--- config.mk ---
export PLATFORM = sky130hd
export DESIGN_NAME = imem_boot_loader
export DESIGN_NICKNAME = d
export VERILOG_FILES = /design/src/rtl/imem_boot_loader.sv
export SDC_FILE = /design/constraint.sdc
export NUM_CORES = 1
export LEC_CHECK = 0
export BUFFER_PORTS_ARGS = -buffer_cell sky130_fd_sc_hd__clkbuf_2
export CAP_MARGIN = 10
export CORE_ASPECT_RATIO = 1.5
export CORE_MARGIN = 2
export CORE_UTILIZATION = 45
export CTS_CLUSTER_SIZE = 8
export DETAILED_ROUTE_END_ITERATION = 10
export PLACE_DENSITY = 0.66
export SLEW_MARGIN = 20
export SYNTH_ARGS = -nofsm -noshare
export SYNTH_HDL_FRONTEND = slang
export SYNTH_SLANG_ARGS = --single-unit
--- constraint.sdc ---
create_clock -name clk -period 3 [get_ports clk]
set_input_delay 0.15 -clock clk [delete_from_list [all_inputs] [get_ports clk]]
set_output_delay 0.15 -clock clk [all_outputs]
set_load 0.01 [all_outputs]
--- src/rtl/imem_boot_loader.sv ---
// rtl/imem_boot_loader.sv - framed byte stream to instruction-memory word writer (optional checksum: LOADER_CHECKSUM_EN)
module imem_boot_loader #(
   parameter int                DEPTH     = 256,
   parameter int                ADDR_W    = 32,
   parameter logic [ADDR_W-1:0] BASE_ADDR = '0
) (
   input  logic              clk,
   input  logic              rst_n,
   input  logic              in_valid,
   input  logic [7:0]        in_data,
   output logic              in_ready,
   input  logic              restart,
   output logic              imem_we,
   output logic [ADDR_W-1:0] imem_addr,
   output logic [31:0]       imem_wdata,
   output logic              cpu_hold,
   output logic              done,
   output logic              error
);

   localparam logic [16:0] DEPTH_L = 17'(DEPTH);

   typedef enum logic [2:0] {
      S_LEN_HI,
      S_LEN_LO,
      S_DATA,
      S_DONE,
      S_ERR
`ifdef LOADER_CHECKSUM_EN
      , S_CSUM
`endif
   } state_t;

`ifdef LOADER_CHECKSUM_EN
   localparam state_t S_FINISH = S_CSUM;
`else
   localparam state_t S_FINISH = S_DONE;
`endif

   state_t              state_q, state_d;
   logic [15:0]         len_q, len_d;
   logic [15:0]         word_idx_q, word_idx_d;
   logic [1:0]          byte_idx_q, byte_idx_d;
   logic [23:0]         buf_q, buf_d;
   logic                in_ready_q, in_ready_d;
   logic                we_q, we_d;
   logic [ADDR_W-1:0]   addr_q, addr_d;
   logic [31:0]         wdata_q, wdata_d;
   logic                hold_q, hold_d;
   logic                done_q, done_d;
   logic                error_q, error_d;
   logic                accept;
   logic [15:0]         len_full;
`ifdef LOADER_CHECKSUM_EN
   logic [7:0]          sum_q, sum_d;
   logic [7:0]          sum_total;
`endif

   assign accept = in_valid & in_ready_q;

   // Next-state and next-output computation for the frame parser
   always_comb begin
      state_d    = state_q;
      len_d      = len_q;
      word_idx_d = word_idx_q;
      byte_idx_d = byte_idx_q;
      buf_d      = buf_q;
      we_d       = 1'b0;
      addr_d     = addr_q;
      wdata_d    = wdata_q;
      len_full   = {len_q[15:8], in_data};
`ifdef LOADER_CHECKSUM_EN
      sum_d      = sum_q;
      sum_total  = sum_q + in_data;
`endif
      case (state_q)
         S_LEN_HI: begin
            if (accept) begin
               len_d   = {in_data, 8'h00};
               state_d = S_LEN_LO;
            end
         end
         S_LEN_LO: begin
            if (accept) begin
               len_d = len_full;
               if (len_full == 16'd0)
                  state_d = S_FINISH;
               else if ({1'b0, len_full} > DEPTH_L)
                  state_d = S_ERR;
               else
                  state_d = S_DATA;
            end
         end
         S_DATA: begin
            if (accept) begin
`ifdef LOADER_CHECKSUM_EN
               sum_d = sum_total;
`endif
               byte_idx_d = byte_idx_q + 2'd1;
               case (byte_idx_q)
                  2'd0: buf_d[23:16] = in_data;
                  2'd1: buf_d[15:8]  = in_data;
                  2'd2: buf_d[7:0]   = in_data;
                  default: begin
                     // Fourth byte completes the big-endian word; write it next cycle
                     wdata_d    = {buf_q, in_data};
                     we_d       = 1'b1;
                     addr_d     = BASE_ADDR + (ADDR_W'(word_idx_q) << 2);
                     word_idx_d = word_idx_q + 16'd1;
                     if (word_idx_q + 16'd1 == len_q)
                        state_d = S_FINISH;
                  end
               endcase
            end
         end
`ifdef LOADER_CHECKSUM_EN
         S_CSUM: begin
            if (accept)
               state_d = (sum_total == 8'h00) ? S_DONE : S_ERR;
         end
`endif
         S_DONE, S_ERR: begin
            if (restart) begin
               state_d    = S_LEN_HI;
               len_d      = '0;
               word_idx_d = '0;
               byte_idx_d = '0;
               buf_d      = '0;
`ifdef LOADER_CHECKSUM_EN
               sum_d      = '0;
`endif
            end
         end
         default: state_d = S_LEN_HI;
      endcase

      // Status levels follow the state one cycle late so the last strobe precedes done
      in_ready_d = (state_d != S_DONE) && (state_d != S_ERR);
      done_d     = (state_q == S_DONE) && !restart;
      error_d    = (state_q == S_ERR) && !restart;
      hold_d     = !done_d;
   end

   // State and registered outputs; reset discards any partial word
   always_ff @(posedge clk or negedge rst_n) begin
      if (!rst_n) begin
         state_q    <= S_LEN_HI;
         len_q      <= '0;
         word_idx_q <= '0;
         byte_idx_q <= '0;
         buf_q      <= '0;
         in_ready_q <= 1'b1;
         we_q       <= 1'b0;
         addr_q     <= BASE_ADDR;
         wdata_q    <= '0;
         hold_q     <= 1'b1;
         done_q     <= 1'b0;
         error_q    <= 1'b0;
`ifdef LOADER_CHECKSUM_EN
         sum_q      <= '0;
`endif
      end else begin
         state_q    <= state_d;
         len_q      <= len_d;
         word_idx_q <= word_idx_d;
         byte_idx_q <= byte_idx_d;
         buf_q      <= buf_d;
         in_ready_q <= in_ready_d;
         we_q       <= we_d;
         addr_q     <= addr_d;
         wdata_q    <= wdata_d;
         hold_q     <= hold_d;
         done_q     <= done_d;
         error_q    <= error_d;
`ifdef LOADER_CHECKSUM_EN
         sum_q      <= sum_d;
`endif
      end
   end

   assign in_ready   = in_ready_q;
   assign imem_we    = we_q;
   assign imem_addr  = addr_q;
   assign imem_wdata = wdata_q;
   assign cpu_hold   = hold_q;
   assign done       = done_q;
   assign error      = error_q;

endmodule

==> impl_metrics.tcl <==
set metrics [dict create \
    syn_inst 582 \
    total_power_mw 5.21 \
    yosys-top-cells-area "dfrtp_1, nand2_1, o21ai_0" \
    grt-ovfl-total 0 \
    track_usage 0.203 \
    grt_pass1_vias 3983 \
    post-place-cells 771 \
    stdcell_count 805 \
    min_path_type "primary input to flop" \
    synth_top_area_share 0.530 \
    drv_slew 0 \
    holdWs_ps 31.2 \
    status "finished clean" \
    grt_max_degree 60 \
    drtAntennaViolNets 0 \
    ys_seq_elements 114 \
    cts_sinks 114 \
    layout_commonest_cell "nand2_1" \
    fin_nets 659 \
    cp-end-kind "flop" \
    tightest_slew_ps 858 \
    cp_max_fo 8 \
    tns_ps 0 \
    required_ps 3340 \
    maxCapViolCount 0 \
    final_cell_mix "nand2_1, dfrtp_1, clkbuf_2" \
    rows 48 \
    first_iter_violations 224 \
    dieArea_um2 12700 \
    cts_buffers 17 \
    start_kind "flop" \
    clkTransAtPathRegs_ps 50 \
    die_x_um 92.6 \
    yosysSeqAreaShare 0.539 \
    crit_type "flop to flop" \
    grt_pass1_wl_um 19800 \
    min_period_over_period 0.919 \
    p_per_area_nw_per_um2 835 \
    gp_congestion 0.881 \
    h-tree-depth 4 \
    synth_area_um2 5290 \
    irDropWorstVdd_uv 449 \
    final-hold-violation-count 0 \
    root_buffer "clkbuf_16" \
    max_freq_mhz 363 \
    syn_avg_cell_area_um2 9.09 \
    cts_resized 0 \
    num-fill-cells 1031 \
    wl_per_cell_um 14.9 \
    vias 4234 \
    final.setup_skew_ps 6.61 \
    relSlewSlack 0.424 \
    diodes 0 \
    clock_latency_ps 410 \
    fin_crit_ps 2760 \
    drive_above_1_share 0.176 \
    hpwl_um 8130 \
    rsz0062_at_grt "no" \
    port_buffers 64 \
    ys_warn_count 0 \
    drc 0 \
    pin_count 81 \
    post-route-util 0.544 \
    wl_um 12000 \
    synth_top_area_cell "dfrtp_1" \
    dr.pass1.iters 7 \
    cts_tree "built" \
    setup_viol 0 \
    synth-edff-count 0 \
    synth-async-reset-ratio 1.00 \
    clockBufferDepth 2 \
    die_height_um 137 \
    synth_flop_cell "dfrtp_1" \
    synth.distinct_cells 55 \
    core_area_um2 11500 \
    p_leak_nw 3.24 \
    routed_via_density 5.26 \
    initial_utilization 0.461 \
    area_growth_syn_to_layout_pct 17.8 \
    antenna_found_initial 0 \
    worst_ep_arrival_time_ps 3090 \
]
[kinds of logic after synthesis]
family | share of synthesized area
buf+inv | 0.0664
simple gates | 0.220
flops | 0.539
mux | 0.00378
other cells | 0.000709
fa+ha+maj | 0.0137
compound gates | 0.120
xor+xnor | 0.0364
[registers in the layout (all words and copies together), names as in the netlist]
register	flops
done	1
buf_q	24
cpu_hold	1
imem_wdata	32
state_q	3
imem_we	1
error	1
in_ready	1
len_q	16
imem_addr	16
byte_idx_q	2
word_idx_q	16
[synth_stat cells, types with 7 or more instances]
cell type    n
dfrtp_1    112
nand3_1     17
xnor2_1      9
clkbuf_1    24
nor2_1      16
a22o_1       9
nand2_1    194
nor4_1       7
inv_1       15
o21ai_0     59
buf_4       16
xor2_1      13
[where the power goes]
part	total (mW)	switching (mW)	internal (mW)
clock network	1.86	0.721	1.14
registers	2.18	0.296	1.88
logic	1.16	0.688	0.474
total	5.21	1.71	3.50
[path summary, 6_finish.rpt]
kind / startpoint / to / slack [ps] / depth (start not counted)
max in group asynchronous: rst_n / imem_wdata[21]$_DFFE_PN0P_ / 1900 / 3
max: word_idx_q[0]$_DFFE_PN0P_ / in_ready$_DFF_PN1_ / 240 / 7
min: in_data[1] / imem_wdata[1]$_DFFE_PN0P_ / 30 / 3
min in group asynchronous: rst_n / imem_addr[13]$_DFFE_PN0P_ / 340 / 2
min reg2reg: buf_q[14]$_DFFE_PN0P_ / imem_wdata[22]$_DFFE_PN0P_ / 470 / 2
max reg2reg: word_idx_q[0]$_DFFE_PN0P_ / in_ready$_DFF_PN1_ / 240 / 7
[metrics by stage]
stage / instance area, µm² / worst slack (ps)
final: 6240 / 243
after global routing: 6240 / 94.1
after CTS: 6240 / 270
after detailed placement: 5660 / 296
after global placement: 5660 / 389
after floorplan: 5350 / 560
[repair_timing]
item / in CTS / in global routing
hold buffers: 2 / 0
buffers inserted: 0 / 0
endpoints found under the hold margin: 54 / 0
endpoints found under the setup margin: 0 / 0
[metal layers]
layer	global-route usage	wire length [µm]
met5	0	0
met4	0.107	399
met3	0.0474	621
met2	0.302	5650
met1	0.278	5280
[worst max-delay path, stage by stage, from the launching register on]
cell and delay, ps:
dfrtp_1 490, ha_1 320, nand3_2 90, or4_1 530, a222oi_1 360, o2111ai_1 180, or4_1 540, nor3b_2 180
[area by class of cell]
type | count | area [µm²] | share of cell area
clock buffers | 21 | 480 | 0.0770
clock inverters | 11 | 80.1 | 0.0128
inverters | 15 | 56.3 | 0.00903
multi-input cells | 418 | 2150 | 0.344
flip-flops and latches | 114 | 2860 | 0.458
well taps | 150 | 188 | 0.0301
repair buffers | 76 | 430 | 0.0690
Power figures use the tool's default switching activity.
